**config.mk**
```make
export PLATFORM = sky130hd
export DESIGN_NAME = muldiv_controller
export DESIGN_NICKNAME = d
export VERILOG_FILES = /design/src/rtl/muldiv_pkg.sv /design/src/rtl/muldiv_iter_counter.sv /design/src/rtl/muldiv_controller.sv
export SDC_FILE = /design/constraint.sdc
export NUM_CORES = 1
export LEC_CHECK = 0
export CAP_MARGIN = 20
export CORE_MARGIN = 8
export CORE_UTILIZATION = 42
export CTS_CLUSTER_SIZE = 8
export DETAILED_ROUTE_END_ITERATION = 16
export GPL_TIMING_DRIVEN = 0
export PLACE_DENSITY = 0.75
export SLEW_MARGIN = 30
export SYNTH_ARGS = -nofsm -noshare
export SYNTH_HDL_FRONTEND = slang
export SYNTH_HIERARCHICAL = 1
export SYNTH_SLANG_ARGS = --single-unit
```
**constraint.sdc**
```tcl
create_clock -name clk -period 1.8 [get_ports clk]
set_input_delay 0.27 -clock clk [delete_from_list [all_inputs] [get_ports clk]]
set_output_delay 0.27 -clock clk [all_outputs]
set_load 0.05 [all_outputs]
```
**src/rtl/muldiv_pkg.sv**
```systemverilog
// Shared encodings for the multiply/divide sequencer: FSM states, op codes, default width.
package muldiv_pkg;

  localparam int unsigned MULDIV_WIDTH = 64;

  localparam logic OP_MUL = 1'b0;
  localparam logic OP_DIV = 1'b1;

  typedef enum logic [1:0] {
    StIdle,
    StLoad,
    StIter,
    StDone
  } muldiv_state_e;

endpackage

```
**src/rtl/muldiv_iter_counter.sv**
```systemverilog
// Iteration counter for the mul/div sequencer: clear, saturating increment, terminal-count flag.
module muldiv_iter_counter #(
  parameter int unsigned WIDTH = 64,
  parameter int unsigned CNT_W = $clog2(WIDTH + 1)
) (
  input  logic             clk,
  input  logic             reset,
  input  logic             clear,
  input  logic             incr,
  output logic [CNT_W-1:0] count,
  output logic             last
);

  logic [CNT_W-1:0] count_q, count_d;

  always_comb begin
    count_d = count_q;
    if (clear) begin
      count_d = '0;
    end else if (incr && (count_q != CNT_W'(WIDTH))) begin
      count_d = count_q + 1'b1;
    end
  end

  always_ff @(posedge clk) begin
    if (reset) begin
      count_q <= '0;
    end else begin
      count_q <= count_d;
    end
  end

  assign count = count_q;
  // Terminal count: the cycle that issues the final shift.
  assign last  = (count_q == CNT_W'(WIDTH - 1));

endmodule

```
**src/rtl/muldiv_controller.sv**
```systemverilog
// Sequencing FSM for the shared shift-add multiplier / restoring divider datapath.
module muldiv_controller
  import muldiv_pkg::*;
#(
  parameter int unsigned WIDTH = MULDIV_WIDTH,
  parameter int unsigned CNT_W = $clog2(WIDTH + 1)
) (
  input  logic             clk,
  input  logic             reset,
  input  logic             start,
  input  logic             op,
  input  logic             divisor_zero,
  input  logic             mul_lsb,
  input  logic             div_neg,
  output logic             initial_wr,
  output logic             wr,
  output logic             sh_right,
  output logic             sh_left,
  output logic             alu_sub,
  output logic             busy,
  output logic             done,
  output logic             div_by_zero,
  output logic [CNT_W-1:0] iter_count
);

  muldiv_state_e state_q, state_d;
  logic          op_q, op_d;
  logic          dbz_q, dbz_d;
  logic          cnt_clear, cnt_incr, cnt_last;

  muldiv_iter_counter #(
    .WIDTH(WIDTH),
    .CNT_W(CNT_W)
  ) u_iter_counter (
    .clk  (clk),
    .reset(reset),
    .clear(cnt_clear),
    .incr (cnt_incr),
    .count(iter_count),
    .last (cnt_last)
  );

  always_comb begin
    state_d    = state_q;
    op_d       = op_q;
    dbz_d      = dbz_q;
    cnt_clear  = 1'b0;
    cnt_incr   = 1'b0;
    initial_wr = 1'b0;
    wr         = 1'b0;
    sh_right   = 1'b0;
    sh_left    = 1'b0;
    busy       = 1'b0;
    done       = 1'b0;
    alu_sub    = op_q;

    unique case (state_q)
      StIdle: begin
        if (start) begin
          op_d      = op;
          dbz_d     = op & divisor_zero;
          cnt_clear = 1'b1;
          state_d   = StLoad;
        end
      end
      StLoad: begin
        initial_wr = 1'b1;
        busy       = 1'b1;
        // A zero divisor skips the iterations entirely; the flag reports the error.
        state_d    = ((op_q == OP_DIV) && dbz_q) ? StDone : StIter;
      end
      StIter: begin
        busy     = 1'b1;
        cnt_incr = 1'b1;
        if (op_q == OP_DIV) begin
          sh_left = 1'b1;
          wr      = ~div_neg;
        end else begin
          sh_right = 1'b1;
          wr       = mul_lsb;
        end
        if (cnt_last) begin
          state_d = StDone;
        end
      end
      StDone: begin
        busy    = 1'b1;
        done    = 1'b1;
        state_d = StIdle;
      end
      default: state_d = StIdle;
    endcase
  end

  always_ff @(posedge clk) begin
    if (reset) begin
      state_q <= StIdle;
      op_q    <= OP_MUL;
      dbz_q   <= 1'b0;
    end else begin
      state_q <= state_d;
      op_q    <= op_d;
      dbz_q   <= dbz_d;
    end
  end

  assign div_by_zero = dbz_q;

endmodule

```
Yosys cells after proc, flatten, opt, wreduce, memory -nomap -nowiden
Cells that the tools add are included.
Widths: inputs -> output; s select.
- add/subtract/negate cells: 1
- equal/unequal tests: 7
- multiplexer cells: 16
- bitwise operators: 2
- reduce and logical (&&, ||, !) cells: 7
- operator list (kind ; number):
    $mux 1 ; 13
    $pmux 2 s4 ; 1
    $add 7x1->7 const B ; 1
    $eq 7x6->1 const B ; 1
    $ne 7x7->1 const B ; 1
    $eq 2x2->1 const B ; 2
    $mux 2 ; 2
    $ne 2x2->1 const B ; 2
    $reduce_and 2->1 ; 2
    $reduce_or 3->1 ; 1
    $eq 2x1->1 const B ; 1
    $logic_and 1x1->1 ; 2
    $logic_not 2->1 ; 1
    $reduce_or 2->1 ; 1
    $and 1x1->1 ; 1
    $not 1->1 ; 1
- register bits: 11
- input port bits: 7
- output and inout port bits: 15
- logic and storage cells: 37

Depth between registers and ports, before layout
Gate-level depths: netlist (run 1).
- depth after elaboration: 3
- mapped depth: 7
- mapped depth without buffers: 7

Cells and area by module
Netlist (run 1), hierarchy kept.
- by module, submodules not included (module ; times used ; cells an instance ; area each (um^2) ; sequential area each (um^2)):
    muldiv_iter_counter ; 1 ; 43 ; 355.3 ; 140.1
    muldiv_controller ; 1 ; 34 ; 290.3 ; 80.1

Worst setup path before layout (run 1)
Ideal clock, no wire load.
- path type: reg-to-reg
- start point: reg u_iter_counter.count_q[1] (netlist: u_iter_counter/count[1])
- end point: reg state_q[0]
- library setup time: 0.091 ns
- arrival: 1.848 ns
- data required time: 1.709 ns
- setup slack: -0.139 ns
- stages on the path, launching flop included: 7
- path buffers: 0
- clock period less this slack: 1.939 ns
- path through: dfxtp_1 ha_1 nand3_1 nor3_1 and2b_1 o31a_1 a311oi_1
- longest elaborated chain between the ends: 3
- ends and longest elaborated chain (element ; line ; text):
    from (decl) ; muldiv_iter_counter.sv:14 ; logic [CNT_W-1:0] count_q, count_d;
    from (signal assigned) ; muldiv_iter_counter.sv:29 ; count_q <= count_d;
    $eq 7x6->1 ; muldiv_iter_counter.sv:35 ; assign last = (count_q == CNT_W'(WIDTH - 1));
    via cnt_last ; muldiv_controller.sv:29 ; logic cnt_clear, cnt_incr, cnt_last;
    $ne 2x2->1 (no line) ; - ;
    $reduce_and 2->1 (no line) ; - ;
    to (signal assigned) ; muldiv_controller.sv:97 ; state_q <= StIdle;
    to (signal assigned) ; muldiv_controller.sv:101 ; state_q <= state_d;
    to (decl) ; muldiv_controller.sv:26 ; muldiv_state_e state_q, state_d;
The timed path passes the listed nets, and every way through them passes these cells.
A chain may end at the register's enable or synchronous reset.

Worst setup path in the final report (run 1)
- start point: reg dbz_q (netlist: div_by_zero)
- end point: out div_by_zero
- RTL lines (element ; line ; text):
    from (decl) ; muldiv_controller.sv:28 ; logic dbz_q, dbz_d;
    from (signal assigned) ; muldiv_controller.sv:103 ; dbz_q <= dbz_d;
    to (decl) ; muldiv_controller.sv:22 ; output logic div_by_zero,
No word-level cell between the ends.

==> results.json, run 1 <==
{
  "cp_max_fo": 3,
  "rr_endpoint": "state_q[0]",
  "rsz0062_at_grt": "false",
  "hold_class": "reg2reg",
  "clkTransAtPathRegs_ps": 70,
  "root_buffer": "clkbuf_4",
  "die_height_um": 55.2,
  "final_area_um2": 886,
  "grt_pass1_wl_mm": 2.68,
  "status": "finished clean",
  "drt-pass1-iter-count": 4,
  "cp-start-kind": "flop",
  "power_density_nw_per_um2": 1250,
  "synth_top_area_cell": "dfxtp_1",
  "globalplace.congestion": 0.763,
  "finalCritPeriodShare_pct": 96.6,
  "rrSetupSlack_ps": 160,
  "final_layout_size_suffix_gt1_share_pct": 15.7,
  "ir_worst_vdd_mv": 0.744,
  "async_reset_ff_share_pct": 0,
  "hold_viol": 0,
  "finalSetupViolCount": 0,
  "ys_seq_elements": 11,
  "report.final.slew_viol_count": 0,
  "avgSynthCellArea_um2": 8.38,
  "cts_tree": "yes",
  "vias": 629,
  "antenna_found_initial": 0,
  "synthFlopType": "dfxtp_1",
  "crit_arrival_ps": 1470,
  "drcViolationCount": 0,
  "wl_met1_um": 714,
  "clock_latency_ps": 270,
  "end_kind": "output pin",
  "ctsHoldBuffers": 0,
  "p_leak_nw": 0.439,
  "synthesis.nets": 91,
  "endpoint": "div_by_zero",
  "fin_worst_skew_ps": 7.81,
  "wire_per_inst_um": 13.6,
  "routed.top_layer": "met4",
  "r2r-start": "u_iter_counter/count[0]",
  "pre_cts_slack_ps": -203,
  "die-area_um2": 3050,
  "fmax_mhz": 575,
  "final_util_pct": 60.2,
  "crit_cells": 1,
  "diodes": 0,
  "period_minus_slack_ps": 1740,
  "numCtsBuffers": 3,
  "worst_pin_slew_ps": 507,
  "slew_headroom_pct": 66.1,
  "clock-sinks": 11,
  "core_area_um2": 1470,
  "crit_type": "reg2out",
  "cts_buffer_depth": 2,
  "drv_cap": 0,
  "grt_usage_pct": 10.4,
  "io_buffers": 21,
  "worstPathCellList": "clkdlybuf4s50_1",
  "netlist_top_cells_area": "dfxtp_1, ha_1, nand2_1",
  "nNetsFinal": 117,
  "htreeDepth": 1,
  "die_w_um": 55.2,
  "setup_tns_ps": 0,
  "hpwlAfterDp_mm": 1.26,
  "syn_area_um2": 646,
  "placed_cells": 114,
  "start_util_pct": 43.9,
  "wl_met3_um": 76,
  "cpPeakStageDelay_ps": 830,
  "synth_edf_count": 0,
  "critPathLaunch": "div_by_zero",
  "synthTopCellsByCount": "dfxtp_1, nand2_1, a21oi_1, inv_1, ha_1",
  "power.total_mw": 1.11,
  "grt_pass1_vias": 586,
  "fillers": 140,
  "timing.hold.ws_ps": 495,
  "gr-total-overflow": 0,
  "fin_ws_ps": 61.7,
  "ys_types": 28,
  "hp-start": "div_by_zero",
  "drt_iter0_drc": 13,
  "drt-total-wl_mm": 1.60,
  "io_pins": 22,
  "reg2reg_depth": 6,
  "grt_max_degree": 8,
  "syn2layout_area_growth_pct": 37.2,
  "postRouteAntennaNets": 0,
  "critPathSlowestCell": "clkdlybuf4s50_1",
  "placed_cell_area_um2": 878,
  "stdcell_count": 118,
  "synth_cells": 77,
  "critPathBufInv": 1,
  "vias_per_cell": 5.33,
  "crit_family": "buffers and inverters",
  "yosys_warnings": 6,
  "crit_required_ps": 1530,
  "wl_met2_um": 802,
  "yosysTopAreaCellShare_pct": 34.1,
  "yosysSeqAreaShare_pct": 34.1,
  "row_count": 14
}
==> routing by layer <==
layer  global-route usage [%]  vias up
li1                         -      319
met4                     4.23        0
met2                     18.1       14
met3                     4.57        2
met1                     10.5      294
met5                        0        -
==> state kept, by name (all words and copies together), names as in the netlist <==
signal,flops
alu_sub,1
div_by_zero,1
u_iter_counter/count,7
state_q,2
==> where the power goes <==
part	internal [mW]	switching, mW	leakage, nW
logic	0.206	0.414	0.331
clock network	0.0824	0.0855	0.0177
registers	0.278	0.0420	0.0903
==> worst min-delay path by stage <==
| stage | endpoint | slack, ps | cells after the start |
|---|---|---|---|
| after global placement | div_by_zero | 470 | 2 |
| after CTS | div_by_zero | 490 | 2 |
| after floorplan | alu_sub | 340 | 1 |
| final | div_by_zero | 500 | 2 |
| after detailed placement | div_by_zero | 480 | 2 |
| after global routing | div_by_zero | 520 | 2 |
==> layout make-up <==
class	instances	area [um^2]	share of cell area [%]
sequential	11	223	25.1
multi-input combinational	58	398	44.9
inverter	8	30.0	3.39
timing repair buffer	21	188	21.2
clock inverter	1	5.00	0.565
clock buffer	3	22.5	2.54
tap	16	20.0	2.26
==> cell families after synthesis <==
logic type,count (synthesis),synth area share (%)
AOI/OAI and AO/OA,17,16.7
xor gates and xnor gates,1,1.36
adders and majority gates,7,13.6
buffers and inverters,8,4.65
DFF,11,34.1
muxes,2,3.10
and+or+nand+nor,31,26.6
==> layout by cell type (no fill, tap or decap), types with 4 or more instances in the layout <==
master	n
a21oi_1	8
dlygate4sd2_1	4
dfxtp_1	9
buf_2	4
nand2_1	11
inv_1	8
clkdlybuf4s50_1	9
ha_1	6
==> what timing repair did <==
action	in CTS	in global routing
hold endpoints to repair	0	0
resized for setup	23	8
pin swaps	0	0
setup endpoints to repair	9	6
setup buffers	0	0
No activity file was read; power rests on OpenSTA's default activity.
==> inputs of run 2 (changes only) <==
- GPL_TIMING_DRIVEN: 0 -> unset
==> run 2 against run 1 <==
  * Combinational power grew 19%
  * Design area rose by 4.1%
  * Sequential power barely moved
  * First-iteration DRC count shrank 7.7%
  * Wire length increased by 0.62%
  * Die area did not move
  * Fmax increased by 5.0%
==> results.json, run 2 (same netlist as run 1, synthesis figures left out) <==
{
  "clkTransAtPathRegs_ps": 70,
  "core_area_um2": 1470,
  "io_pins": 22,
  "period_minus_slack_ps": 1660,
  "cts_buffer_depth": 2,
  "status": "finished clean",
  "io_buffers": 21,
  "die_w_um": 55.2,
  "syn2layout_area_growth_pct": 42.8,
  "finalCritPeriodShare_pct": 92.0,
  "setup_tns_ps": 0,
  "end_kind": "output pin",
  "hold_class": "reg2reg",
  "largest_reg_flops": 7,
  "drt-total-wl_mm": 1.61,
  "crit_arrival_ps": 1390,
  "hpwlAfterDp_mm": 1.27,
  "grt_pass1_vias": 590,
  "final_util_pct": 62.7,
  "gr-total-overflow": 0,
  "placed_cells": 114,
  "worst_pin_slew_ps": 438,
  "numCtsBuffers": 3,
  "clock-sinks": 11,
  "rsz0062_at_grt": "false",
  "die-area_um2": 3050,
  "grt_pass1_wl_mm": 2.58,
  "cp_max_fo": 7,
  "antenna_found_initial": 0,
  "finalSetupViolCount": 0,
  "crit_type": "reg2out",
  "post_cts_buffers": 0,
  "pre_cts_slack_ps": 207,
  "drcViolationCount": 0,
  "vias_per_cell": 5.29,
  "fin_ws_ps": 144,
  "grt_usage_pct": 10.2,
  "p_leak_nw": 0.395,
  "fmax_mhz": 604,
  "crit_required_ps": 1530,
  "final_layout_size_suffix_gt1_share_pct": 25.5,
  "drv_cap": 0,
  "nNetsFinal": 117,
  "row_count": 14,
  "cp-start-kind": "flop",
  "report.final.slew_viol_count": 0,
  "hold_viol": 0,
  "stdcell_count": 118,
  "vias": 624,
  "power_density_nw_per_um2": 1340,
  "postRouteAntennaNets": 0,
  "root_buffer": "clkbuf_4",
  "globalplace.congestion": 0.787,
  "grt_max_degree": 8,
  "wire_per_inst_um": 13.7,
  "final_cell_mix": "nand2_1, buf_4, dfxtp_1",
  "timing.hold.ws_ps": 493,
  "slew_headroom_pct": 70.4,
  "ir_worst_vdd_mv": 1.19,
  "drt-pass1-iter-count": 2,
  "cts_tree": "yes",
  "die_height_um": 55.2,
  "htreeDepth": 1,
  "drt_iter0_drc": 12,
  "start_util_pct": 43.9,
  "diodes": 0,
  "clock_latency_ps": 270,
  "fin_worst_skew_ps": 2.13
}
[run 2: changes by cell type in the layout (fill, tap and decap cells not counted), sizes merged]
cell and change:
buf +11, dlygate4sd2 -4, clkdlybuf4s50 -3, dlymetal6s2s -3
clkinv -1
[run 2: final timing paths]
| kind | startpoint | end | slack, ps | cells past startpoint |
|---|---|---|---|---|
| max reg2reg | u_iter_counter/count[1] | state_q[0] | 200 | 6 |
| min reg2reg | div_by_zero | div_by_zero | 490 | 2 |
| max | state_q[0] | sh_right | 140 | 4 |
| min | div_by_zero | div_by_zero | 490 | 2 |
[run 2: cell type report]
type,count,area [um^2]
Inverter,8,30.0
Multi-Input combinational cell,58,400
Clock buffer,4,26.3
Fill cell,139,549
Sequential cell,11,223
Tap cell,16,20.0
Timing Repair Buffer,21,223
[run 2: what timing repair did]
action	CTS	global route
setup endpoints to repair	0	1
resized for setup	0	2
hold buffers	0	0
[run 2: worst max-delay path, stage by stage, from the launching register on]
cell and delay (ps):
dfxtp_1 350, inv_1 140, ha_2 260, nor2b_2 220, buf_12 150
[run 2: metal layers]
layer,track usage (%),vias up,share of wire (%)
li1,-,317,-
met1,10.2,298,43
met2,17.6,7,53
met3,3.20,2,3.2
met4,6.34,0,0.62
met5,0,-,0
[run 2: through the flow]
stage | power (mW) | instance area, um^2
after floorplan | 0.796 | 648
after global placement | 1.04 | 891
after detailed placement | 1.06 | 891
after CTS | 1.25 | 917
after global routing | 1.31 | 922
final | 1.23 | 922
[run 2: report_power, final]
| part | internal [mW] | switching [mW] |
|---|---|---|
| combinational | 0.306 | 0.434 |
| clock | 0.0857 | 0.0869 |
| sequential | 0.278 | 0.0417 |
